## config.mk

```make
export PLATFORM = sky130hd
export DESIGN_NAME = frame_buffer_writer
export DESIGN_NICKNAME = d
export VERILOG_FILES = /design/src/rtl/vga_pkg.sv /design/src/rtl/fb_addr_gen.sv /design/src/rtl/frame_buffer_writer.sv
export SDC_FILE = /design/constraint.sdc
export NUM_CORES = 1
export LEC_CHECK = 0
export CELL_PAD_IN_SITES_DETAIL_PLACEMENT = 1
export CELL_PAD_IN_SITES_GLOBAL_PLACEMENT = 2
export CORE_MARGIN = 1
export CORE_UTILIZATION = 27
export CTS_CLUSTER_DIAMETER = 80
export DETAILED_ROUTE_END_ITERATION = 16
export PLACE_DENSITY = 0.74
export SETUP_SLACK_MARGIN = 0.2
export SLEW_MARGIN = 20
export SYNTH_ARGS = -nofsm -noshare
export SYNTH_HDL_FRONTEND = slang
export SYNTH_SLANG_ARGS = --single-unit
```

## constraint.sdc

```tcl
create_clock -name clk -period 1.9 [get_ports clk]
set_input_delay 0.57 -clock clk [delete_from_list [all_inputs] [get_ports clk]]
set_output_delay 0.57 -clock clk [all_outputs]
set_load 0.02 [all_outputs]
```

## src/rtl/vga_pkg.sv

```systemverilog
// Shared constants and state encoding for the VGA frame RAM write path.
package vga_pkg;

    localparam int H_RES        = 640;
    localparam int V_RES        = 480;
    localparam int FRAME_PIXELS = H_RES * V_RES;
    localparam int ADDR_W       = 19;
    localparam int DATA_W       = 8;

    typedef enum logic [1:0] {
        IDLE     = 2'd0,
        WAIT_VBL = 2'd1,
        WRITE    = 2'd2,
        DONE     = 2'd3
    } fbw_state_t;

endpackage

```

## src/rtl/fb_addr_gen.sv

```systemverilog
// Raster position counters for the frame RAM write side; index always equals y*H_RES+x.
module fb_addr_gen #(
    parameter int H_RES  = vga_pkg::H_RES,
    parameter int V_RES  = vga_pkg::V_RES,
    parameter int ADDR_W = vga_pkg::ADDR_W
) (
    input  logic              clk,
    input  logic              reset,
    input  logic              clear,
    input  logic              inc,
    input  logic              restart_at_1,
    output logic [ADDR_W-1:0] index,
    output logic              last
);

    localparam int FRAME_PIXELS = H_RES * V_RES;
    localparam int X_W = (H_RES > 1) ? $clog2(H_RES) : 1;
    localparam int Y_W = $clog2(V_RES + 1);

    logic [X_W-1:0] x;
    logic [Y_W-1:0] y;

    // A restart means the accepted pixel landed at address 0, so the next one is (x=1, y=0).
    always_ff @(posedge clk) begin
        if (reset || clear) begin
            x     <= '0;
            y     <= '0;
            index <= '0;
        end else if (restart_at_1) begin
            x     <= X_W'(1);
            y     <= '0;
            index <= ADDR_W'(1);
        end else if (inc) begin
            if (x == X_W'(H_RES - 1)) begin
                x <= '0;
                y <= y + 1'b1;
            end else begin
                x <= x + 1'b1;
            end
            index <= index + 1'b1;
        end
    end

    assign last = (index == ADDR_W'(FRAME_PIXELS - 1));

endmodule

```

## src/rtl/frame_buffer_writer.sv

```systemverilog
// Writes a valid/ready pixel stream raster-order into the frame RAM, optionally
// holding frame start until the falling edge of vertical sync.
module frame_buffer_writer #(
    parameter int H_RES    = vga_pkg::H_RES,
    parameter int V_RES    = vga_pkg::V_RES,
    parameter int ADDR_W   = vga_pkg::ADDR_W,
    parameter int DATA_W   = vga_pkg::DATA_W,
    parameter bit SYNC_VBL = 1'b1
) (
    input  logic                clk,
    input  logic                reset,
    input  logic                start,
    input  logic                vga_vs,
    input  logic [DATA_W-1:0]   pix_in,
    input  logic                pix_sof,
    input  logic                pix_valid,
    output logic                pix_ready,
    output logic [ADDR_W-1:0]   mem_addr,
    output logic [DATA_W-1:0]   mem_data,
    output logic                mem_we,
    output logic                busy,
    output logic                frame_done,
    output logic                sof_err,
    output vga_pkg::fbw_state_t state_dbg
);

    import vga_pkg::*;

    fbw_state_t        state;
    fbw_state_t        state_d;
    logic              vs_prev;
    logic              vs_fall;
    logic              accept;
    logic              sof_restart;
    logic              last;
    logic [ADDR_W-1:0] index;

    // Handshake: a pixel transfers on any cycle where pix_valid and pix_ready are both 1;
    // pix_ready depends only on state, never on pix_valid, and the producer holds data until then.
    assign accept      = pix_valid & pix_ready;
    assign sof_restart = accept & pix_sof & (index != '0);
    assign vs_fall     = vs_prev & ~vga_vs;

    always_comb begin
        state_d = state;
        case (state)
            IDLE:     if (start) state_d = SYNC_VBL ? WAIT_VBL : WRITE;
            WAIT_VBL: if (vs_fall) state_d = WRITE;
            WRITE:    if (accept && last && !sof_restart) state_d = DONE;
            DONE:     state_d = IDLE;
            default:  state_d = IDLE;
        endcase
    end

    always_ff @(posedge clk) begin
        if (reset) begin
            state   <= IDLE;
            vs_prev <= 1'b1;
        end else begin
            state   <= state_d;
            vs_prev <= vga_vs;
        end
    end

    // Registered outputs; ready and busy track the next state so they line up with state.
    always_ff @(posedge clk) begin
        if (reset) begin
            pix_ready  <= 1'b0;
            mem_addr   <= '0;
            mem_data   <= '0;
            mem_we     <= 1'b0;
            busy       <= 1'b0;
            frame_done <= 1'b0;
            sof_err    <= 1'b0;
        end else begin
            pix_ready  <= (state_d == WRITE);
            busy       <= (state_d != IDLE);
            frame_done <= (state == DONE);
            mem_we     <= accept;
            sof_err    <= sof_restart;
            if (accept) begin
                mem_addr <= sof_restart ? '0 : index;
                mem_data <= pix_in;
            end
        end
    end

    fb_addr_gen #(
        .H_RES (H_RES),
        .V_RES (V_RES),
        .ADDR_W(ADDR_W)
    ) u_addr_gen (
        .clk         (clk),
        .reset       (reset),
        .clear       (state == DONE),
        .inc         (accept),
        .restart_at_1(sof_restart),
        .index       (index),
        .last        (last)
    );

    assign state_dbg = state;

endmodule
```

==> flow_summary.ini, run 1 <==
[run_status]
status = finished, final reports clean

[cells_and_area]
antennaDiodeCount = 0
final_cell_mix = dfxtp_1, dlygate4sd2_1, nand2_1, nor3_1, buf_4
nets = 325
drive_gt1_share_pct = 25.5
final_common_cell = dfxtp_1
area.growth.synth_to_final_pct = 43.2
fill_cells = 944

[logic_synthesis]
ys_types = 38
avgSynthCellArea_um2 = 9.12
synth_area_um2 = 2220
ys_warn_count = 0
ys_ff_latch = 54
synthCells = 244
ys_seq_area_share_pct = 48.6
synth_nets = 260

[floorplanning]
die_w_um = 92.8
dieArea_um2 = 8610
start_util_pct = 28.3
row_count = 32
core_area_um2 = 7850
pin_count = 48
die_h_um = 92.8

[placement]
post-dp-hpwl_mm = 4.42
gp_congestion = 0.829
portBuffers = 47
place_ws_ns = -0.385

[critical_path]
crit_type = flip-flop to flip-flop
cpLargestDelayFamily = simple AND/OR/NAND/NOR gates
arrival_ns = 1.96
startpoint_type = flip-flop
required_ns = 2.14
cp_cell_sequence = nand4_1 > or4_4 > or3_1 > a211oi_2
cp_slowest_cell = or4_4
critPathCaptureType = flip-flop
cp_num_buf_inv = 0
critPathMaxStageDelay_ns = 0.54
critPathMaxFanout = 5

[pwr]
irDropWorstVdd_mv = 0.319
powerDensity_nw_per_um2 = 620
total_power_mw = 1.97
leakage_nw = 1.27

[grt]
grt_use_met2_pct = 24.3
met3_usage_pct = 2.71
grt_max_degree = 21
track_usage_pct = 15.4
grtUsageMet1_pct = 20.8
grt_pass1_wl_mm = 10.3
grt.overflow.total = 0
grt_pass1_vias = 2034
antenna_found_initial = 0
grt.busiest_layer = met2

[sta]
worstMarginPinSlew_ns = 0.503
slew_violations = 0
timing.final.crit_share_pct = 90.2
finClkSkew_ns = 0.0120
hold_violations = 0
min_period_ns = 1.71
clock.fmax_mhz = 584
setup_viol = 0
rsz0062_at_grt = yes
layout_setup_ws_ns = 0.186
worst_slew_margin_rel_pct = 66.2

[route]
vias = 2042
drc = 0
viasPerCell = 4.96
ant_nets = 0
wirelength_mm = 6.45
drt_first_pass_iters = 4
detail_route.iter0.violations = 52
wl_per_cell_um = 15.6

[clock_network]
insertion_delay_ns = 0.32
root_buffer = clkbuf_8
cts_buffers = 5
cts_htree_levels = 2
cts-hold-fix-buffers = 0
clock_sinks = 54
cts_max_path_buffers = 2
cts_tree = built
path_clk_slew_ns = 0.11

[worst_hold_path]
hold_class = flip-flop to flip-flop

[run]
cap_violations = 0
metal layers:
layer | part of all wire [%] | vias up
met2 | 46 | 49
met1 | 49 | 985
li1 | - | 1001
met3 | 3.8 | 7
met5 | 0 | -
met4 | 1.6 | 0
flip-flops by register name, summed over array words and instances, names as in the netlist:
name              flops
busy                  1
frame_done            1
mem_addr             19
mem_data              8
mem_we                1
pix_ready             1
sof_err               1
state_dbg             2
u_addr_gen.index     19
vs_prev               1
worst paths after layout:
path         depth (start not counted)              endpoint  slack (ns)                 from
max                                  4  u_addr_gen.index[17]        0.19  u_addr_gen.index[8]
min                                  2           mem_data[1]        0.46          mem_data[1]
max reg2reg                          4  u_addr_gen.index[17]        0.19  u_addr_gen.index[8]
min reg2reg                          2           mem_data[1]        0.46          mem_data[1]
repair_timing:
item,4_1_cts,5_1_grt
cloned,0,0
hold endpoints to repair,0,0
resized for setup,53,31
endpoints found under the setup margin,73,40
setup buffers,2,2
pin swaps,2,2
cells in the mapped netlist (all sizes together):
| master | n | area share [%] |
|---|---|---|
| dfxtp | 54 | 49 |
| nor3 | 31 | 7.0 |
| nand2 | 29 | 4.9 |
| mux2i | 17 | 7.6 |
| clkbuf | 16 | 2.8 |
| a21oi | 14 | 3.1 |
| a211oi | 8 | 2.7 |
| nand4 | 8 | 2.2 |
| nand3 | 7 | 2.1 |
| nor2 | 6 | 1.0 |
| or4 | 5 | 1.9 |
| xnor2 | 5 | 2.0 |
| xor2 | 5 | 2.0 |
| o31ai | 4 | 1.3 |
| or2 | 4 | 1.1 |
| nor4 | 3 | 0.84 |
| o21ai | 3 | 0.67 |
| or3 | 3 | 0.84 |
| and2 | 2 | 0.56 |
| and3 | 2 | 0.62 |
| and4 | 2 | 0.79 |
| buf | 2 | 0.45 |
| ha | 2 | 1.1 |
| inv | 2 | 0.34 |
| nand3b | 2 | 0.67 |
| nor2b | 2 | 0.56 |
| nand2b | 1 | 0.28 |
| nor3b | 1 | 0.34 |
| nor4b | 1 | 0.39 |
| o2111ai | 1 | 0.39 |
| o21a | 1 | 0.34 |
| o21bai | 1 | 0.34 |
final cells by class:
class / instances / area, um2 / share of cell area (%)
multi-input combinational: 170 / 1160 / 36.4
sequential: 54 / 1110 / 35.0
timing repair buffer: 76 / 684 / 21.5
tap: 102 / 128 / 4.01
clock buffer: 5 / 68.8 / 2.16
clock inverter: 3 / 21.3 / 0.668
inverter: 2 / 7.51 / 0.236
where the power goes:
part	internal (mW)	leakage (nW)	switching (mW)
combinational	0.0714	0.782	0.0783
clock	0.261	0.0441	0.412
sequential	1.14	0.445	0.0137
total	1.47	1.27	0.504
cells by family (layout without fill, tap and decap cells):
| logic type | after synthesis | count (layout) | synth area share, % |
|---|---|---|---|
| and+or+nand+nor | 109 | 109 | 26.2 |
| DFF | 54 | 54 | 48.6 |
| AOI/OAI and AO/OA | 32 | 32 | 8.94 |
| buffers and inverters | 20 | 86 | 3.54 |
| muxes | 17 | 17 | 7.65 |
| xor gates and xnor gates | 10 | 10 | 3.94 |
| adders and majority gates | 2 | 2 | 1.12 |
through the flow:
| step | cell area [um2] | utilization (%) | std cells | hold slack, ns | TNS (ns) |
|---|---|---|---|---|---|
| after CTS | 3070 | 39.1 | 410 | 0.460 | 0 |
| after global routing | 3190 | 40.6 | 412 | 0.481 | 0 |
| final | 3190 | 40.6 | 412 | 0.458 | 0 |
| after global placement | 2970 | 37.9 | 400 | 0.444 | -10.44 |
| after floorplan | 2240 | - | 244 | 0.489 | 0 |
| after detailed placement | 2970 | 37.9 | 400 | 0.447 | -13.08 |
worst register-to-register path, cell delays in order, from the launching register on:
cell      delay (ns)
dfxtp_4         0.38
nand4_1         0.18
or4_4           0.54
or3_1           0.36
a211oi_2        0.20
No activity file was read; power rests on OpenSTA's default activity.
==> inputs of run 2 (changes only) <==
- CAP_MARGIN: unset -> 20
==> results of run 2 <==
Same layout as run 1: the final DEF is identical, and so are final timing and power.
